`src/rtl/aes_round_ctrl.sv`:
```
`default_nettype none
// ============================================================================
//  Module      : aes_round_ctrl
//  Description : Sequencer for one AES block encryption. Fetches each round
//                key from the key-expansion unit, launches the round datapath
//                once per round and hands the finished block downstream.
//                Control only: no block data passes through this module.
//  Revision    : 1.0 - initial release
// ============================================================================
module aes_round_ctrl #(
  parameter int NUM_ROUNDS  = 10,   // 10, 12 or 14 (AES-128/192/256)
  parameter int KEY_TIMEOUT = 255,  // key wait limit in cycles
  parameter int RND_W       = 4     // round counter / key index width
) (
  input  logic             clk,
  input  logic             reset,        // asynchronous, active-low
  input  logic             i_abort,
  input  logic             i_in_valid,
  output logic             o_in_ready,
  output logic             o_key_req,
  output logic [RND_W-1:0] o_key_idx,
  input  logic             i_key_valid,
  output logic             o_rnd_start,
  output logic             o_rnd_first,
  output logic             o_rnd_last,
  input  logic             i_rnd_done,
  output logic             o_out_valid,
  input  logic             i_out_ready,
  output logic             o_busy,
  output logic             o_err
);

  // The timeout counter only has to reach KEY_TIMEOUT-1.
  localparam int TMO_W = (KEY_TIMEOUT > 1) ? $clog2(KEY_TIMEOUT) : 1;

  localparam logic [TMO_W-1:0] c_tmo_last   = TMO_W'(KEY_TIMEOUT - 1);
  localparam logic [RND_W-1:0] c_round_last = RND_W'(NUM_ROUNDS);

  typedef enum logic [1:0] {
    ST_IDLE = 2'd0,
    ST_KEY  = 2'd1,
    ST_RND  = 2'd2,
    ST_OUT  = 2'd3
  } state_t;

  state_t           r_state;
  state_t           w_state_nxt;
  logic [RND_W-1:0] r_round;
  logic [RND_W-1:0] w_round_nxt;
  logic [TMO_W-1:0] r_tmo;
  logic [TMO_W-1:0] w_tmo_nxt;
  logic             r_rnd_start;
  logic             w_rnd_start_nxt;
  logic             r_err;
  logic             w_err_nxt;

  // State, round counter, key timeout and the two pulse outputs.
  always_ff @(posedge clk or negedge reset) begin
    if (!reset) begin
      r_state     <= ST_IDLE;
      r_round     <= '0;
      r_tmo       <= '0;
      r_rnd_start <= 1'b0;
      r_err       <= 1'b0;
    end else begin
      r_state     <= w_state_nxt;
      r_round     <= w_round_nxt;
      r_tmo       <= w_tmo_nxt;
      r_rnd_start <= w_rnd_start_nxt;
      r_err       <= w_err_nxt;
    end
  end

  // Next-state logic; abort overrides every transition computed in the case.
  always_comb begin
    w_state_nxt     = r_state;
    w_round_nxt     = r_round;
    w_tmo_nxt       = r_tmo;
    w_rnd_start_nxt = 1'b0;
    w_err_nxt       = 1'b0;

    case (r_state)
      ST_IDLE: begin
        if (i_in_valid) begin
          w_state_nxt = ST_KEY;
          w_round_nxt = '0;
          w_tmo_nxt   = '0;
        end
      end

      ST_KEY: begin
        if (i_key_valid) begin
          // The start pulse lands in the first RND cycle.
          w_state_nxt     = ST_RND;
          w_rnd_start_nxt = 1'b1;
        end else if (r_tmo == c_tmo_last) begin
          w_state_nxt = ST_IDLE;
          w_err_nxt   = 1'b1;
          w_round_nxt = '0;
          w_tmo_nxt   = '0;
        end else begin
          w_tmo_nxt = r_tmo + TMO_W'(1);
        end
      end

      ST_RND: begin
        // A done seen alongside the start pulse belongs to no round yet.
        if (i_rnd_done && !r_rnd_start) begin
          if (r_round >= c_round_last) begin
            w_state_nxt = ST_OUT;
          end else begin
            w_state_nxt = ST_KEY;
            w_round_nxt = r_round + RND_W'(1);
            w_tmo_nxt   = '0;
          end
        end
      end

      ST_OUT: begin
        if (i_out_ready) begin
          w_state_nxt = ST_IDLE;
          w_round_nxt = '0;
        end
      end

      default: begin
        w_state_nxt = ST_IDLE;
        w_round_nxt = '0;
        w_tmo_nxt   = '0;
      end
    endcase

    if (i_abort) begin
      w_state_nxt     = ST_IDLE;
      w_round_nxt     = '0;
      w_tmo_nxt       = '0;
      w_rnd_start_nxt = 1'b0;
      w_err_nxt       = 1'b0;
    end
  end

  // Outputs come only from registers and the state decode, so no input
  // reaches an output combinationally. The round counter is cleared on
  // every return to IDLE, which gives key_idx=0 there while it still holds
  // the last round through RND and OUT.
  assign o_in_ready  = (r_state == ST_IDLE);
  assign o_busy      = (r_state != ST_IDLE);
  assign o_key_req   = (r_state == ST_KEY);
  assign o_key_idx   = r_round;
  assign o_rnd_start = r_rnd_start;
  assign o_rnd_first = (r_state == ST_RND) && (r_round == '0);
  assign o_rnd_last  = (r_state == ST_RND) && (r_round == c_round_last);
  assign o_out_valid = (r_state == ST_OUT);
  assign o_err       = r_err;

endmodule
`default_nettype wire

```
`config.mk`:
```
export PLATFORM = sky130hd
export DESIGN_NAME = aes_round_ctrl
export DESIGN_NICKNAME = d
export VERILOG_FILES = /design/src/rtl/aes_round_ctrl.sv
export SDC_FILE = /design/constraint.sdc
export NUM_CORES = 1
export LEC_CHECK = 0
export CAP_MARGIN = 20
export CORE_ASPECT_RATIO = 1.5
export CORE_MARGIN = 4
export CORE_UTILIZATION = 45
export DETAILED_ROUTE_END_ITERATION = 8
export DONT_BUFFER_PORTS = 1
export SYNTH_ARGS = -nofsm -noshare
export SYNTH_HDL_FRONTEND = slang
export SYNTH_SLANG_ARGS = --single-unit
```
`constraint.sdc`:
```
create_clock -name clk -period 5.4 [get_ports clk]
set_input_delay 0.81 -clock clk [delete_from_list [all_inputs] [get_ports clk]]
set_output_delay 0.81 -clock clk [all_outputs]
set_load 0.005 [all_outputs]
```
Yosys cells after proc, flatten, opt, wreduce, memory -nomap -nowiden
Cells that the tools add are included.
{"block": "classes", "mux": 30, "n_reduce_logical": 11, "shifts": 0, "multipliers": 0, "n_eq_ne": 12, "bitwise": 0, "n_div": 0, "add_sub_neg": 2, "magnitude_cmp": 1}
{"cell": "8-bit two-way mux", "count": 6}
{"cell": "4-bit two-way mux", "count": 7}
{"cell": "8-bit one-hot mux with 3 select lines", "count": 1}
{"cell": "4-bit one-hot mux with 4 select lines", "count": 1}
{"cell": "2-bit two-way mux", "count": 7}
{"cell": "3-bit inequality test (second input constant)", "count": 4}
{"cell": "8-bit by 1-bit adder with 8-bit output (second input constant)", "count": 1}
{"cell": "8-bit == test (second input constant)", "count": 1}
{"cell": "2-bit one-hot mux with 4 select lines", "count": 1}
{"cell": "1-bit two-way mux", "count": 7}
{"cell": "3-bit by 2-bit inequality test with 1-bit output (second input constant)", "count": 2}
{"cell": "6-bit AND reduction", "count": 1}
{"cell": "5-bit AND reduction", "count": 1}
{"cell": "4-bit by 1-bit adder with 4-bit output (second input constant)", "count": 1}
{"cell": "2-bit == test (second input constant)", "count": 2}
{"cell": "4-bit == test (second input constant)", "count": 1}
{"cell": "4-bit >= comparator (second input constant)", "count": 1}
{"cell": "4-bit logical NOT", "count": 1}
{"cell": "4-bit by 2-bit inequality test with 1-bit output (second input constant)", "count": 1}
{"cell": "4-bit AND reduction", "count": 1}
{"cell": "4-bit nonzero test", "count": 1}
{"cell": "1-bit logical AND", "count": 3}
{"cell": "2-bit by 1-bit == test with 1-bit output (second input constant)", "count": 1}
{"cell": "2-bit logical NOT", "count": 1}
{"cell": "other kinds (2)", "count": 2}
{"block": "word_totals", "mem_bits_rw": 0, "output_inout_bits": 12, "ff_bits": 16, "mem_bits_ro": 0, "latch_bits": 0, "n_memories": 0}

Depth between registers and ports, before layout
Gate-level depths: netlist of run 1.
{"block": "logic_depth", "depth_word": 5, "mapped_depth": 8}

Least setup slack after synthesis of run 1
No wires, ideal clock.
{"block": "synth_path", "path_kind": "input -> register", "start": "input i_abort", "end": "register r_tmo[7]", "n_path_buf": 2, "arrival_time_ps": 2053, "path_slack_ps": 3243, "stages": 7, "cell_sequence": "buf_4 -> and3b_1 -> a31oi_4 -> o21ai_4 -> or2_1 -> buf_6 -> o41ai_2"}
{"block": "synth_between", "elab_chain_cells": 2, "word_cells_on_any_way": 7, "classes_between": "4 x eq/ne; 1 x mux; 2 x reduce/logical"}
{"item": "from (decl)", "line_no": "17", "rtl": "input logic i_abort,"}
{"item": "3-bit inequality test (no line) or 4-bit nonzero test (tied branches)"}
{"item": "5-bit AND reduction (no line)"}
{"item": "to (signal assigned)", "line_no": "68", "rtl": "r_tmo <= w_tmo_nxt;"}
{"item": "to (decl)", "line_no": "50", "rtl": "logic [TMO_W-1:0] r_tmo;"}
Parallel ways exist; a longest one is shown, timed or not.
A chain may end at the register's enable or synchronous reset.

Worst setup path in the final report of run 1
{"block": "layout_path", "start": "register r_round[0], in the netlist o_key_idx[0]", "end": "register r_tmo[7]"}
{"block": "layout_between", "elab_chain_cells": 3}
{"item": "from (decl)", "line_no": "48", "rtl": "logic [RND_W-1:0] r_round;"}
{"item": "from (signal assigned)", "line_no": "67", "rtl": "r_round <= w_round_nxt;"}
{"item": "4-bit >= comparator", "line_no": "109", "rtl": "if (r_round >= c_round_last) begin"}
{"item": "3-bit inequality test (no line)"}
{"item": "5-bit AND reduction (no line)"}
Every way passes these cells.

==> results of run 1 <==
==> where the power goes <==
group	switching, mW	internal [mW]
combinational	0.0338	0.0203
clock	0.0373	0.0411
sequential	0.00761	0.125
==> cell type report <==
type / count / area, um2 / share of cell area (%)
clock buffers: 4 / 36.28 / 3.432
inverters: 8 / 30.03 / 2.840
multi-input cells: 78 / 563.0 / 53.25
flip-flops and latches: 16 / 400.4 / 37.87
well taps: 22 / 27.53 / 2.604
==> worst reg2reg max path, cell delays in order, from the launching register on <==
cell and delay [ps]:
sky130_fd_sc_hd__dfrtp_1 470, sky130_fd_sc_hd__inv_1 90, sky130_fd_sc_hd__ha_1 220, sky130_fd_sc_hd__or3_4 340, sky130_fd_sc_hd__a31oi_4 230, sky130_fd_sc_hd__o21ai_4 140, sky130_fd_sc_hd__or2_1 350, sky130_fd_sc_hd__o41ai_2 300
==> metal layers <==
| layer | global-route usage, % | vias to the layer above |
|---|---|---|
| met1 | 19.29 | 344 |
| met4 | 9.343 | 0 |
| met3 | 3.815 | 5 |
| li1 | - | 373 |
| met2 | 23.45 | 20 |
| met5 | 0 | - |
==> path summary, 6_finish.rpt <==
path / start / endpoint / slack, ps / cells after the start
setup / recovery: o_key_idx[0]$_DFFE_PN0P_ / r_tmo[7]$_DFFE_PN0P_ / 3170 / 7
hold / removal: reset / r_tmo[3]$_DFFE_PN0P_ / 200 / 0
setup reg to reg: o_key_idx[0]$_DFFE_PN0P_ / r_tmo[7]$_DFFE_PN0P_ / 3170 / 7
hold reg to reg: r_tmo[6]$_DFFE_PN0P_ / r_tmo[6]$_DFFE_PN0P_ / 480 / 1
min in group clk: r_tmo[6]$_DFFE_PN0P_ / r_tmo[6]$_DFFE_PN0P_ / 480 / 1
max in group asynchronous: reset / r_tmo[7]$_DFFE_PN0P_ / 5130 / 0
==> cell families after synthesis <==
family	count (synthesis)	share of synthesized area [%]
AO/OA/AOI/OAI	29	21.63
adder cells (fa/ha/maj)	9	11.13
buffers and inverters	10	4.821
flip-flops	16	39.55
multiplexers	1	0.9889
AND/OR/NAND/NOR	39	21.88
==> per-stage QoR <==
stage / std cells / power (mW) / cell area, um2 / hold WS, ps / utilization, %
2_1_floorplan: 104 / 0.1807 / 1012 / 445.3 / -
3_3_place_gp: 124 / 0.1888 / 1021 / 463.9 / 49.16
3_5_place_dp: 124 / 0.1902 / 1021 / 472.8 / 49.16
4_1_cts: 128 / 0.2693 / 1057 / 190.5 / 50.90
5_1_grt: 128 / 0.2812 / 1057 / 182.6 / 50.90
6_report: 128 / 0.2654 / 1057 / 200.5 / 50.90
==> sequential cells by signal (all words and copies together), names as in the netlist <==
signal / flops
r_tmo: 8
o_rnd_start: 1
o_key_idx: 4
r_state: 2
o_err: 1
==> cell usage after synthesis (all sizes together), types with 2 or more instances <==
master,instances
dfrtp,16
or2,2
o31ai,6
ha,9
nand3,5
nand2,6
inv,8
o21ai,15
and3,2
nor2,7
nor2b,3
nand2b,6
buf,2
==> impl_summary.txt, run 1 <==
----------------------------------------------------
[Run status]
  Status ... completed

[Clocking]
  Post-CTS Resized ... 0
  H-tree level count ... 1
  Clock Tree Root ... sky130_fd_sc_hd__clkbuf_4
  Number of buffers inserted for hold repair after clock tree synthesis ... 0
  Total clock buffers created by CTS ... 3
  CTS sink cnt ... 16
  Later-pin clock latency in the skew report ... 290 ps
  CTS tree ... yes
  Clk buf depth ... 2
  Post-CTS Setup Inserts ... 0
  Clock-pin transition on the worst setup and hold timing paths ... 90 ps

[GRT]
  Total grt overflow ... 0
  Antenna violations before repair ... 0
  All-Layer GR Usage ... 15.54%
  Maximum number of pins on one net before global-route repair ... 17
  Via count of the first global-routing pass ... 763
  Wire length of the first global-routing pass ... about 3400 um

[STA]
  Final clock skew ... approximately 5.2 ps
  Slew Viols, Final ... 0
  Clock period minus worst slack ... 2228 ps
  TNS Setup ... 0 ps
  Final-report hold violation count ... 0
  Worst slew margin ... between 60 and 70%
  Period utilization ... 41.26%
  Actual slew at the worst max-slew pin ... 473.7 ps
  RSZ-0062 raised after global routing ... no
  Highest achievable clock rate ... 448.8 MHz
  Final-report setup violation count ... 0
  Worst path setup slack after routing ... 3172 ps

[Route]
  Antenna viol nets, final ... 0
  Met3 Wirelength ... 107 um
  1st-iter DRT viols ... 14
  Vias after detailed routing ... between 700 and 800
  Wire length reported by the detailed router ... 1914 um
  Length of the first detailed-routing pass in iterations ... 4
  Met2 Routed Length ... 905 um
  Post-route DRC violation count ... 0
  Detailed-route vias per instance ... 5.797
  Met1 layer wirelength in the final routing ... 841 um
  Highest Signal Layer ... met4
  Final routed wire length divided by cell count ... 14.95 um

[Synth]
  Share of async-settable or async-resettable flops after synthesis ... 100.0%
  Cell area after synthesis ... roughly 1000 um2
  Number of distinct library cell variants in the gate-level netlist after synthesis ... 33
  Cell accounting for the most synthesized area ... sky130_fd_sc_hd__dfrtp_1
  Most used flip-flop cell after synthesis ... sky130_fd_sc_hd__dfrtp_1
  Synth top area share ... between 30% and 40%
  FF+latch count, synth ... 16
  Ys Warns ... 0
  Syn Inst Count ... 104
  Sequential element share of the synthesized area ... just under 40%
  Largest cells by area after synthesis ... sky130_fd_sc_hd__dfrtp_1 (40%), sky130_fd_sc_hd__ha_1 (11%), sky130_fd_sc_hd__o21ai_0 (6.9%)
  Net count after synthesis ... 120
  Synthesized area per cell ... 9.733 um2
  Post-synth EDFFs ... 0

[Pwr]
  Total leakage power ... 0.4781 nW
  Power Dens Cells ... 251.0 nW/um2
  VDD IR-drop max ... 135.1 uV

[Die]
  Total core area ... 2077 um2
  Chip Width ... between 40 and 50 um
  Effective utilization at floorplan ... 48.73%
  Die span in y ... 66.09 um
  I/O pin total ... 19
  Standard-cell row count ... 20
  Area enclosed by the die boundary ... 3088 um2

[Final layout]
  Layout Nets ... 123
  Count of fill cells added during filler insertion ... 206
  Leading cell type in the layout, fill and taps excluded ... sky130_fd_sc_hd__dfrtp_1
  Antenna cells ... 0
  Post-synthesis to final-layout area growth ... 4.450%
  Highest-count cells in the layout ignoring fill and taps ... sky130_fd_sc_hd__dfrtp_1 (16), sky130_fd_sc_hd__o21ai_0 (14), sky130_fd_sc_hd__ha_1 (9)
  Fraction of layout cells with a size suffix above 1 ... 9.434%

[Setup path]
  Buffering stage count on the worst path with inverters included ... 1
  Max incr delay on CP ... 470 ps
  Category of the most critical setup path ... flop to flop
  Crit path required time ... 5590 ps
  Category of the worst setup path capture point ... flop
  Cell chain of the critical path ... inv_1 -> ha_1 -> or3_4 -> a31oi_4 -> o21ai_4 -> or2_1 -> o41ai_2
  Kind of start point of the critical path ... flop
  Crit path DAT ... 2420 ps
  Highest net fanout along the worst path ... 10
  Largest delay share family, worst path ... simple AND/OR/NAND/NOR gates
  Crit-path slowest cell ... sky130_fd_sc_hd__dfrtp_1

[Placed design]
  GP Congestion ... 0.7960
  Post-placement worst setup slack ... between 3000 and 4000 ps
  Input/output buffers ... 0
  Estimated wirelength of the detail-placed design ... 1520 um

[Job]
  Max Cap Viol ... 0

[Hold path]
  Type of the most critical hold path ... primary input to asynchronous set/reset pin

----------------------------------------------------
No activity file was read; power rests on OpenSTA's default activity.
==> inputs of run 2 (changes only) <==
==> constraint.sdc (replaced) <==
create_clock -name clk -period 1.9 [get_ports clk]
set_input_delay 0.285 -clock clk [delete_from_list [all_inputs] [get_ports clk]]
set_output_delay 0.285 -clock clk [all_outputs]
set_load 0.005 [all_outputs]
==> impl_summary.txt, run 2 (synthesized netlist as in run 1, its figures left out) <==
----------------------------------------------------
[Run status]
  Status ... finished, violations left
  Violations in the final reports ... setup timing

[STA]
  Highest achievable clock rate ... 516.6 MHz (+15%)
  RSZ-0062 raised after global routing ... yes
  Final-report setup violation count ... 1 (+1)
  Actual slew at the worst max-slew pin ... 732.5 ps (+258.8 ps)
  Clock period minus worst slack ... 1936 ps (-292.3 ps)
  Final-report hold violation count ... 0 (unchanged)
  Worst slew margin ... 51.01% (-17 points)
  Worst path setup slack after routing ... -35.61 ps (-3208 ps)
  Smallest hold slack ... 57.65 ps (-142.9 ps)
  Period utilization ... 101.9% (+61 points)
  Final clock skew ... 1.999 ps (-3.241 ps)
  Slew Viols, Final ... 0 (unchanged)

[Clocking]
  Clock-pin transition on the worst setup and hold timing paths ... 100 ps (about the same)
  Later-pin clock latency in the skew report ... 280 ps (about the same)
  CTS sink cnt ... 16 (unchanged)
  Clk buf depth ... 2 (unchanged)
  Clock Tree Root ... sky130_fd_sc_hd__clkbuf_4
  Total clock buffers created by CTS ... 3 (unchanged)
  CTS tree ... yes
  H-tree level count ... 1 (unchanged)

[Final layout]
  Layout Nets ... 138 (+12%)
  Antenna cells ... 0 (unchanged)
  Design area ... 1214 um2 (+15%)
  Reg with most FFs ... r_tmo
  Number of flip-flops in the largest register ... 8 (unchanged)
  Leading cell type in the layout, fill and taps excluded ... sky130_fd_sc_hd__dfrtp_1
  Post-synthesis to final-layout area growth ... 19.90%
  Fraction of layout cells with a size suffix above 1 ... 28.10% (+19 points)
  Highest-count cells in the layout ignoring fill and taps ... sky130_fd_sc_hd__dfrtp_1 (16), sky130_fd_sc_hd__buf_4 (14)

[Die]
  Area enclosed by the die boundary ... 3088 um2 (unchanged)
  Standard-cell row count ... 20 (unchanged)
  Die span in y ... 66.09 um (unchanged)
  Chip Width ... 46.73 um (unchanged)
  Total core area ... 2077 um2 (unchanged)
  I/O pin total ... 19 (unchanged)
  Effective utilization at floorplan ... 48.73% (unchanged)

[Pwr]
  Combinational fraction of design power ... 27.6% (+7.2 points)
  VDD IR-drop max ... 508.0 uV (+280%)
  Total leakage power ... 0.5586 nW (+17%)
  Overall power of the completed layout ... 0.8315 mW (+210%)
  Sequential cell fraction of total power ... 45.0% (-5.1 points)
  Power Dens Cells ... 685.1 nW/um2 (+170%)
  Switching power share of the total ... 30.14% (+0.50 points)
  Internal power consumption ... 0.5809 mW (+210%)
  Clock network fraction of total power ... 27.4% (-2.1 points)
  Net switching power figure ... 0.2506 mW (+220%)

[GRT]
  Antenna violations before repair ... 0 (unchanged)
  All-Layer GR Usage ... 15.91% (+0.36 points)
  Maximum number of pins on one net before global-route repair ... 17 (unchanged)
  Total grt overflow ... 0 (unchanged)
  Via count of the first global-routing pass ... 882 (+16%)
  Wire length of the first global-routing pass ... 3629 um (+5.4%)

[Placed design]
  Area after DPL ... 1114 um2 (+9.1%)
  GP Congestion ... 0.7628 (-4.2%)
  Estimated wirelength of the detail-placed design ... 1651 um (+8.6%)
  Input/output buffers ... 0 (unchanged)

[Route]
  Vias after detailed routing ... 818 (+10%)
  Detailed-route vias per instance ... 5.720 (-1.3%)
  Length of the first detailed-routing pass in iterations ... 4 (unchanged)
  Final routed wire length divided by cell count ... 15.17 um (+1.5%)
  1st-iter DRT viols ... 9 (-5)
  Antenna viol nets, final ... 0 (unchanged)
  Wire length reported by the detailed router ... 2170 um (+13%)
  Post-route DRC violation count ... 0 (unchanged)

[Hold path]
  Worst Hold Path Cells ... 1
  Type of the most critical hold path ... primary input to flop

[Setup path]
  Worst r2r path cells ... 7 (unchanged)
  Crit path required time ... 2100 ps (-3490 ps)
  Kind of start point of the critical path ... flop
  Highest net fanout along the worst path ... 3 (-7)
  Category of the worst setup path capture point ... flop
  Category of the most critical setup path ... flop to flop
  Crit path DAT ... 2130 ps (-290 ps)

[Job]
  Max Cap Viol ... 0 (unchanged)

----------------------------------------------------
## run 2: cell types whose count changed in the layout (fill, tap and decap cells not counted), moves of 2 or more
cell / delta
sky130_fd_sc_hd__o21ai_1: +7
sky130_fd_sc_hd__ha_1: -3
sky130_fd_sc_hd__buf_4: +14
sky130_fd_sc_hd__ha_2: +2
sky130_fd_sc_hd__o21ai_0: -7
sky130_fd_sc_hd__o31ai_2: +4
sky130_fd_sc_hd__o31ai_1: -4
## run 2: final timing paths
kind / from / endpoint / slack, ps
min reg2reg: r_tmo[6]$_DFFE_PN0P_ / r_tmo[6]$_DFFE_PN0P_ / 500
max in group asynchronous: reset / o_key_idx[0]$_DFFE_PN0P_ / 950
min: i_key_valid / o_err$_DFF_PN0_ / 60
min in group asynchronous: reset / r_tmo[1]$_DFFE_PN0P_ / 490
max: o_key_idx[0]$_DFFE_PN0P_ / o_key_idx[3]$_DFFE_PN0P_ / -40
max reg2reg: o_key_idx[0]$_DFFE_PN0P_ / o_key_idx[3]$_DFFE_PN0P_ / -40
## run 2: power by group through the flow
stage	clock (mW)	sequential (mW)	combinational, mW
2_1_floorplan	0	0.378	0.135
3_3_place_gp	0	0.381	0.200
3_5_place_dp	0	0.381	0.204
4_1_cts	0.233	0.375	0.214
5_1_grt	0.247	0.378	0.258
6_report	0.228	0.374	0.229
## run 2: critical path, cell delays in order, from the launching register on
cell	delay (ps)
sky130_fd_sc_hd__dfrtp_1	390
sky130_fd_sc_hd__inv_2	60
sky130_fd_sc_hd__ha_4	150
sky130_fd_sc_hd__or3_4	370
sky130_fd_sc_hd__a31oi_4	240
sky130_fd_sc_hd__o211ai_1	150
sky130_fd_sc_hd__or2_1	300
sky130_fd_sc_hd__o31ai_2	190
## run 2: timing repair
| item | CTS | global route |
|---|---|---|
| endpoints found under the setup margin | 5 | 11 |
| cloned | 0 | 0 |
| setup buffers | 0 | 2 |
| hold buffers | 1 | 0 |
| hold endpoints to repair | 16 | 0 |
| pin swaps | 4 | 5 |
| resized for setup | 2 | 15 |
## run 2: final cells by class
type | count | area [um2]
sequential | 16 | 400.4
tap | 22 | 27.53
inverter | 8 | 30.03
multi-input combinational | 78 | 604.3
fill | 190 | 863.3
clock buffer | 4 | 36.28
timing repair buffer | 15 | 115.1
## run 2: per-layer routing
metal | global-route usage [%] | routed length, um
met2 | 25.69 | 1099
met4 | 7.266 | 19
met3 | 4.360 | 104
met5 | 0 | 0
met1 | 18.94 | 947
## run 2: through the flow
| stage | setup WS [ps] | setup TNS [ps] | utilization (%) | instances |
|---|---|---|---|---|
| finish | -35.61 | -35.61 | 58.43 | 143 |
| global route | -119.0 | -451.3 | 58.43 | 143 |
| CTS | -48.90 | -48.90 | 56.33 | 141 |
| detailed placement | -18.98 | -28.46 | 53.61 | 136 |
| global placement | 34.73 | 0 | 53.61 | 136 |
| floorplan | -74.28 | -356.7 | - | 104 |
